$ cat config.mk
export PLATFORM = sky130hd
export DESIGN_NAME = mmio_input_port_flat
export DESIGN_NICKNAME = d
export VERILOG_FILES = /design/src/rtl/mmio_pkg.sv /design/src/rtl/mmio_input_port_if.sv /design/src/rtl/mmio_input_port_debounce_bit.sv /design/src/rtl/mmio_input_port.sv /design/src/flat_wrapper.sv
export SDC_FILE = /design/constraint.sdc
export NUM_CORES = 1
export LEC_CHECK = 0
export BUFFER_PORTS_ARGS = -buffer_cell sky130_fd_sc_hd__buf_2
export CAP_MARGIN = 10
export CORE_ASPECT_RATIO = 1.75
export CORE_MARGIN = 2
export CORE_UTILIZATION = 53
export CTS_CLUSTER_SIZE = 10
export DETAILED_ROUTE_END_ITERATION = 6
export PLACE_DENSITY = 0.74
export SYNTH_ARGS = -nofsm -noshare
export SYNTH_HDL_FRONTEND = slang
export SYNTH_SLANG_ARGS = --single-unit
$ cat constraint.sdc
create_clock -name clk -period 1.8 [get_ports clk]
set_input_delay 0.27 -clock clk [delete_from_list [all_inputs] [get_ports clk]]
set_output_delay 0.27 -clock clk [all_outputs]
set_load 0.02 [all_outputs]
$ cat src/rtl/mmio_pkg.sv
// mmio_pkg: shared register offsets, ID constant and SoC base addresses for MMIO peripherals
package mmio_pkg;

   typedef enum logic [1:0] {
      OFF_LEVEL  = 2'd0,
      OFF_EDGE   = 2'd1,
      OFF_IRQ_EN = 2'd2,
      OFF_ID     = 2'd3
   } reg_off_e;

   localparam logic [7:0]  ID_VALUE        = 8'hA5;
   localparam logic [10:0] LED_BASE_ADDR   = 11'd15;
   localparam logic [10:0] INPUT_BASE_ADDR = 11'd16;

endpackage

$ cat src/rtl/mmio_input_port_if.sv
// mmio_input_port_if: CPU data-bus slice seen by one memory-mapped responder
interface mmio_input_port_if;

   logic [10:0] m_addr;
   logic [7:0]  m_wr_data;
   logic        m_rd;
   logic        m_wr;
   logic        m_en;
   logic [7:0]  rd_data;
   logic        rd_hit;

   modport master (output m_addr, m_wr_data, m_rd, m_wr, m_en, input rd_data, rd_hit);
   modport slave  (input m_addr, m_wr_data, m_rd, m_wr, m_en, output rd_data, rd_hit);

endinterface

$ cat src/rtl/mmio_input_port_debounce_bit.sv
// debounce_bit: two-flop synchroniser plus tick-driven saturating debounce counter for one pin
module debounce_bit #(
   parameter int DB_LEN = 3
) (
   input  logic clk,
   input  logic reset_,
   input  logic tick,
   input  logic pin,
   output logic level,
   output logic rise
);

   localparam logic [2:0] LEN    = 3'(DB_LEN);
   localparam logic [2:0] LEN_M1 = 3'(DB_LEN - 1);

   logic [1:0] sync_q, sync_d;
   logic       level_q, level_d;
   logic [2:0] cnt_q, cnt_d;
   logic       differ, accept;

   // next-state: only the second sync stage feeds the debounce decision
   always_comb begin
      sync_d  = {sync_q[0], pin};
      differ  = sync_q[1] ^ level_q;
      accept  = tick & differ & (cnt_q == LEN_M1);
      cnt_d   = !tick ? cnt_q : (!differ || accept) ? 3'd0 : (cnt_q == LEN) ? cnt_q : cnt_q + 3'd1;
      level_d = accept ? sync_q[1] : level_q;
      rise    = accept & sync_q[1];
   end

   // state registers with synchronous active-low reset
   always_ff @(posedge clk) begin
      if (!reset_) begin
         sync_q  <= '0;
         level_q <= 1'b0;
         cnt_q   <= '0;
      end else begin
         sync_q  <= sync_d;
         level_q <= level_d;
         cnt_q   <= cnt_d;
      end
   end

   assign level = level_q;

endmodule

$ cat src/rtl/mmio_input_port.sv
// mmio_input_port: debounced 8-pin input responder with sticky W1C edge flags and level irq
module mmio_input_port
   import mmio_pkg::*;
#(
   parameter logic [10:0] BASE_ADDR = INPUT_BASE_ADDR,
   parameter int          DB_DIV    = 16,
   parameter int          DB_LEN    = 3
) (
   input  logic               clk,
   input  logic               reset_,
   mmio_input_port_if.slave   bus,
   input  logic [7:0]         pins,
   output logic               irq
);

   localparam int PW = (DB_DIV > 2) ? $clog2(DB_DIV) : 1;
   localparam logic [PW-1:0] PRESC_MAX = PW'(DB_DIV - 1);

   logic [PW-1:0] presc_q, presc_d;
   logic [7:0]    edge_q, edge_d;
   logic [7:0]    irq_en_q, irq_en_d;
   logic [7:0]    rd_data_q, rd_data_d;
   logic          rd_hit_q, rd_hit_d;
   logic [7:0]    level, rise, rd_mux, w1c;
   logic          tick, sel, rd, wr;
   reg_off_e      off;

   for (genvar i = 0; i < 8; i++) begin : g_db
      debounce_bit #(.DB_LEN(DB_LEN)) u_db (
         .clk   (clk),
         .reset_(reset_),
         .tick  (tick),
         .pin   (pins[i]),
         .level (level[i]),
         .rise  (rise[i])
      );
   end

   // decode, read mux and register next-state; edge set takes priority over W1C
   always_comb begin
      tick      = presc_q == PRESC_MAX;
      presc_d   = tick ? '0 : presc_q + 1'b1;
      sel       = bus.m_en & (bus.m_addr[10:2] == BASE_ADDR[10:2]);
      off       = reg_off_e'(bus.m_addr[1:0]);
      rd        = sel & bus.m_rd;
      wr        = sel & bus.m_wr;
      rd_mux    = (off == OFF_LEVEL) ? level : (off == OFF_EDGE) ? edge_q : (off == OFF_IRQ_EN) ? irq_en_q : ID_VALUE;
      w1c       = (wr && off == OFF_EDGE) ? bus.m_wr_data : 8'h00;
      edge_d    = (edge_q & ~w1c) | rise;
      irq_en_d  = (wr && off == OFF_IRQ_EN) ? bus.m_wr_data : irq_en_q;
      rd_data_d = rd ? rd_mux : 8'h00;
      rd_hit_d  = rd;
   end

   // register file, prescaler and registered read port
   always_ff @(posedge clk) begin
      if (!reset_) begin
         presc_q   <= '0;
         edge_q    <= '0;
         irq_en_q  <= '0;
         rd_data_q <= '0;
         rd_hit_q  <= 1'b0;
      end else begin
         presc_q   <= presc_d;
         edge_q    <= edge_d;
         irq_en_q  <= irq_en_d;
         rd_data_q <= rd_data_d;
         rd_hit_q  <= rd_hit_d;
      end
   end

   assign bus.rd_data = rd_data_q;
   assign bus.rd_hit  = rd_hit_q;
   assign irq         = |(edge_q & irq_en_q);

endmodule

$ cat src/flat_wrapper.sv
// flat-port wrapper written by rule: the top's interface ports become plain ports
module mmio_input_port_flat import mmio_pkg::*;
#(
   parameter logic [10:0] BASE_ADDR = INPUT_BASE_ADDR,
   parameter int          DB_DIV    = 16,
   parameter int          DB_LEN    = 3
)
  (clk, reset_, pins, irq, bus_m_addr, bus_m_wr_data, bus_m_rd, bus_m_wr, bus_m_en, bus_rd_data, bus_rd_hit);
  mmio_input_port_if bus_i ();
  input  logic clk;
  input  logic reset_;
  input  logic [7:0] pins;
  output logic irq;
  input wire logic [$bits(bus_i.m_addr)-1:0] bus_m_addr;
  input wire logic [$bits(bus_i.m_wr_data)-1:0] bus_m_wr_data;
  input wire logic [$bits(bus_i.m_rd)-1:0] bus_m_rd;
  input wire logic [$bits(bus_i.m_wr)-1:0] bus_m_wr;
  input wire logic [$bits(bus_i.m_en)-1:0] bus_m_en;
  output wire logic [$bits(bus_i.rd_data)-1:0] bus_rd_data;
  output wire logic [$bits(bus_i.rd_hit)-1:0] bus_rd_hit;
  assign bus_i.m_addr = bus_m_addr;
  assign bus_i.m_wr_data = bus_m_wr_data;
  assign bus_i.m_rd = bus_m_rd;
  assign bus_i.m_wr = bus_m_wr;
  assign bus_i.m_en = bus_m_en;
  assign bus_rd_data = bus_i.rd_data;
  assign bus_rd_hit = bus_i.rd_hit;
  mmio_input_port #(.BASE_ADDR(BASE_ADDR), .DB_DIV(DB_DIV), .DB_LEN(DB_LEN)) u_core (.clk(clk), .reset_(reset_), .bus(bus_i), .pins(pins), .irq(irq));
endmodule
Word level (Yosys, flattened, before mapping) --
Index checks and enable logic that the tools add are counted.
Word-level totals: flip-flop bits (word level) 77, bits of input ports 32, output and inout port bits 10
Cells by class: add/sub/neg operators 9, eq/ne operators 28, multiplexer cells 20, bitwise operators 40, reduce and logical (&&, ||, !) cells 30
Operators by type and width (count):
- 3-bit by 2-bit == test with 1-bit output (second input constant) | 16
- 3-bit two-way mux | 16
- 8-bit two-way mux | 4
- 1-bit AND | 27
- 3-bit by 1-bit adder with 3-bit output (second input constant) | 8
- 2-bit AND reduction | 9
- 8-bit AND | 2
- 2-bit inequality test (second input constant) | 8
- 9-bit by 3-bit == test with 1-bit output (second input constant) | 1
- 1-bit logical NOT | 8
- 1-bit logical OR | 8
- 8-bit NOT | 1
- 8-bit bitwise OR | 1
- 8-bit OR reduction | 1
- 1-bit bitwise XOR | 8
- 4-bit by 1-bit adder with 4-bit output (second input constant) | 1
- 4-bit == test (second input constant) | 1
- 2-bit by 1-bit == test with 1-bit output (second input constant) | 1
- 2-bit == test (second input constant) | 1
- 1-bit logical AND | 2
- 2-bit logical NOT | 1
- 2-bit OR reduction | 1
- 1-bit NOT | 1

Logic depth before layout (Yosys ltp) --
depth in word-level cells 8, gate-level depth with buffers 6, gate-level depth less buffers 5

Hierarchy --
Synthesis repeated with hierarchy kept, for this count alone.
Second synthesis, totals: cells, all modules 391, area, all modules 3786.1 µm²
Modules (own cells, without submodules):
- debounce_bit | times used 8, cells each 32, area an instance 311.5 µm², sequential area each 120.1 µm²
- mmio_input_port | times used 1, cells each 135, area an instance 1293.7 µm², sequential area each 580.6 µm²

Least setup slack after synthesis --
OpenSTA, ideal clock, no wires.
path kind reg-to-reg, start point register u_core.presc_q[0], end point register u_core.g_db[2].u_db.cnt_q[1], setup time 0.074 ns, arrival 1.723 ns, required time 1.726 ns, path slack 0.002 ns, stages on the path, launching flop included 6, path buffers 1, clock period less this slack 1.798 ns, cell sequence dfxtp_1 -> ha_1 -> clkbuf_1 -> nand4b_1 -> or4b_2 -> a31oi_1
Between the ends: cells in the longest elaborated chain, start to end 6, elaborated cells between the ends (all ways) 7
RTL lines:
- from (decl) | line mmio_input_port.sv:19 | logic [PW-1:0] presc_q, presc_d;
- from (signal assigned) | line mmio_input_port.sv:64 | presc_q <= presc_d;
- 4-bit == test * | line mmio_input_port.sv:41 | tick = presc_q == PRESC_MAX;
- 1-bit AND (2 in a row) | line mmio_input_port_debounce_bit.sv:25 | accept = tick & differ & (cnt_q == LEN_M1);
- 1-bit logical OR | line mmio_input_port_debounce_bit.sv:26 | cnt_d = !tick ? cnt_q : (!differ || accept) ? 3'd0 : (cnt_q == LEN) ? cnt_q : cnt_q + 3'd1;
- 2-bit inequality test (no line)
- 2-bit AND reduction (no line)
- to (signal assigned) | line mmio_input_port_debounce_bit.sv:40 | cnt_q <= cnt_d;
- to (decl) | line mmio_input_port_debounce_bit.sv:18 | logic [2:0] cnt_q, cnt_d;
Mark *: on every way between the ends. The rest lies on a longest branch, timed or not. A chain may end at the register's enable or synchronous reset.

Final worst setup path --
start point register u_core.g_db[0].u_db.cnt_q[1], end point register u_core.g_db[0].u_db.cnt_q[1]
Between the ends: cells in the longest elaborated chain, start to end 5, elaborated cells between the ends (all ways) 9
RTL lines (line):
- from (decl) | mmio_input_port_debounce_bit.sv:18
- from (signal assigned) | mmio_input_port_debounce_bit.sv:40
- 3-bit by 2-bit == test with 1-bit output | mmio_input_port_debounce_bit.sv:25
- 1-bit AND | mmio_input_port_debounce_bit.sv:25
- 1-bit logical OR | mmio_input_port_debounce_bit.sv:26
- 2-bit inequality test (no line)
- 2-bit AND reduction (no line)
Parallel ways exist; a longest one is shown, timed or not. The select of a mux whose other input is x is not followed.

==> flow_summary.yaml <==
drt:
  antenna_left: 0
  via_count: 3345
  drt-initial-drc-count: 206
  drt_pass1_iterations: 4
  routed_via_density: 5.952
  postRouteWirelength_um: 9049
  post_drt_wl_per_cell_um: 16.10
  drc: 0
pwr:
  p_sw_w: 0.0007916
  intPower_w: 0.002945
  p_leak_nw: 1.745
  power_density_nw_per_um2: 811.0
  power_frac_clock_pct: 48.7
  ir_worst_vdd_v: 0.0004784
  pwr-share-seq_pct: 46.8
  pwr-share-comb_pct: 4.5
  total_power_w: 0.003736
  switching_share_pct: 21.19
die:
  die-height_um: 116.5
  die_width_um: 68.30
  rows: 41
  core_area_sq_um: 7131
  dieArea_sq_um: 7959
  io_pins: 42
  initial_utilization_pct: 53.78
place:
  gp_congestion: 0.8606
  post-dp-hpwl_um: 6249
  place_worst_setup_slack_ps: 18.85
  io_buffers: 41
worst_setup_path:
  cp_data_required_time_ps: 2060
  path_max_fanout: 4
  startpoint_type: "register"
  crit_arrival_ps: 2020
  cp-end-kind: "register"
  path_class: "register to register"
sta:
  hold_violations: 0
  slew_violations: 0
  fin_crit_sh_pct: 98.01
  clock_skew_ps: 5.205
  setup_slack_ps: 35.90
  fmax_mhz: 566.9
  fin_crit_ps: 1764
  setup_viol: 0
  worst_pin_slew_ps: 425.6
  relSlewSlack_pct: 71.53
global_routing:
  antenna_found_initial: 0
  grt_max_degree: 38
  grt_pass1_vias: 3270
  track_usage_pct: 24.42
  gr-total-overflow: 0
  grt_pass1_wl_um: 14690
clock_network:
  clockBufferDepth: 2
  cts_tree: "yes"
  path_clk_slew_ps: 60
  h-tree-depth: 3
  cts_hold_buf: 0
  cts.sinks: 77
  clock_latency_ps: 340
  cts_root_buffer: "clkbuf_16"
  cts_buffers: 9
final_layout:
  layout_common_cells: "dfxtp_1 (75), buf_2 (41), nand2_1 (34)"
  fin_nets: 529
  syn_to_final_growth_pct: 20.13
  final_core_util_pct: 64.61
  layout_commonest_cell: "dfxtp_1"
  antenna_cells: 0
  drive_gt1_share_pct: 21.64
logic_synthesis:
  synth-simple-area-share_pct: 23.10
  synth-compound-area-share_pct: 16.90
  synth_cells: 418
  synth_seq_cells: 77
  netlist_area_sq_um: 3835
  ys.flop_type: "dfxtp_1"
  synth.avg_cell_area_sq_um: 9.174
  synth_warnings: 0
  synth_top_family_by_area: "simple AND/OR/NAND/NOR gates"
  muxShareOfSynthArea_pct: 3.132
  async_flop_share_pct: 0
  yosysSeqAreaShare_pct: 40.20
  synthXorXnorAreaFrac_pct: 3.426
  synth-edff-count: 0
  synth_cell_type_count: 38
  synthAdderAreaFrac_pct: 8.157
  synth_nets: 475
min_path:
  holdCritPathClass: "primary input to register"
status:
  outcome: "finished clean"
job:
  maxCapViolations: 0
[registers in the layout, indices dropped and copies added, names as in the netlist]
register                 cells
u_core.g_db.u_db.cnt_q      24
u_core.g_db.u_db.sync_q     16
u_core.irq_en_q              8
u_core.bus.rd_data           8
u_core.edge_q                8
u_core.g_db.u_db.level       8
u_core.presc_q               4
u_core.bus.rd_hit            1
[final timing paths]
kind | start | to | slack (ps) | cells past startpoint
max | u_core.g_db[0].u_db.cnt_q[1]$_SDFFE_PN0P_ | u_core.g_db[0].u_db.cnt_q[1]$_SDFFE_PN0P_ | 40 | 5
min | pins[7] | u_core.g_db[7].u_db.sync_q[0]$_SDFF_PN0_ | 130 | 2
max reg2reg | u_core.g_db[0].u_db.cnt_q[1]$_SDFFE_PN0P_ | u_core.g_db[0].u_db.cnt_q[1]$_SDFFE_PN0P_ | 40 | 5
min reg2reg | u_core.g_db[0].u_db.sync_q[0]$_SDFF_PN0_ | u_core.g_db[0].u_db.sync_q[1]$_SDFF_PN0_ | 430 | 1
[cell families after synthesis]
group | after synthesis
and+or+nand+nor | 146
AOI/OAI and AO/OA | 91
DFF | 77
buffers and inverters | 52
adders and majority gates | 25
xor gates and xnor gates | 15
muxes | 12
[per-stage QoR]
stage	cell area [sq um]	hold WS, ps	instances	setup TNS (ps)
after floorplan	3835	380.2	418	0
after global placement	4245	414.6	543	0
after detailed placement	4245	420.0	543	0
after CTS	4539	125.4	558	0
after global routing	4607	134.0	562	-13.48
final	4607	132.7	562	0
[cells in the mapped netlist, types with 2 or more instances]
master | number | share of area (%)
dfxtp_1 | 77 | 40
nand2_1 | 34 | 3.3
inv_1 | 31 | 3.0
ha_1 | 25 | 8.2
nand4_1 | 25 | 4.1
clkbuf_1 | 18 | 1.8
a21oi_1 | 17 | 2.2
a31oi_1 | 17 | 2.8
and2_1 | 16 | 2.6
o21ai_0 | 15 | 2.0
mux2i_1 | 12 | 3.1
nand3_1 | 11 | 1.4
nand2b_1 | 10 | 1.6
nor2b_1 | 10 | 1.6
a311oi_1 | 9 | 2.1
nand4b_1 | 9 | 2.1
nor2_1 | 9 | 0.88
o221a_2 | 8 | 2.3
xor2_1 | 8 | 1.8
a41oi_1 | 7 | 1.6
o32ai_1 | 7 | 1.6
xnor2_1 | 7 | 1.6
or4_1 | 6 | 1.2
a21boi_1 | 4 | 0.78
a22oi_1 | 4 | 0.78
or2_2 | 4 | 0.65
nor4_4 | 3 | 1.7
and3_1 | 2 | 0.33
buf_1 | 2 | 0.20
nand3b_1 | 2 | 0.39
o221a_1 | 2 | 0.59
[what timing repair did]
item                                    in CTS  in global routing
buffers inserted                             0                  4
gates resized for setup                      0                 10
cloned                                       0                  0
endpoints found under the setup margin       1                  3
pin swaps                                    1                  5
[power by group through the flow]
stage	logic, W	clock network [W]	registers (W)
2_1_floorplan	0.0000920	0	0.00178
3_3_place_gp	0.000162	0	0.00178
3_5_place_dp	0.000167	0	0.00178
4_1_cts	0.000168	0.00183	0.00175
5_1_grt	0.000185	0.00191	0.00175
6_report	0.000168	0.00182	0.00175
[critical path, stage by stage (launching register included)]
cell and delay, ps:
dfxtp_2 330, ha_2 160, ha_2 190, nand4b_1 230, or4_4 590, a31oi_4 170
[cell type report]
type / instances / area, sq um
clock buffers: 14 / 264.0
clock inverters: 1 / 30.03
multi-input cells: 289 / 2133
well taps: 86 / 107.6
inverters: 32 / 120.1
repair buffers: 63 / 407.9
flip-flops and latches: 77 / 1544
fillers: 594 / 2524
[per-layer routing]
layer | routed length, um | global-route usage (%) | share of wire, % | vias up
li1 | - | - | - | 1644
met4 | 218 | 13.33 | 2.4 | 0
met1 | 3797 | 28.61 | 42 | 1585
met5 | 0 | 0 | 0 | -
met3 | 465 | 3.854 | 5.1 | 17
met2 | 4568 | 41.42 | 50 | 99
Note: power is estimated with default switching activity, not from simulation.
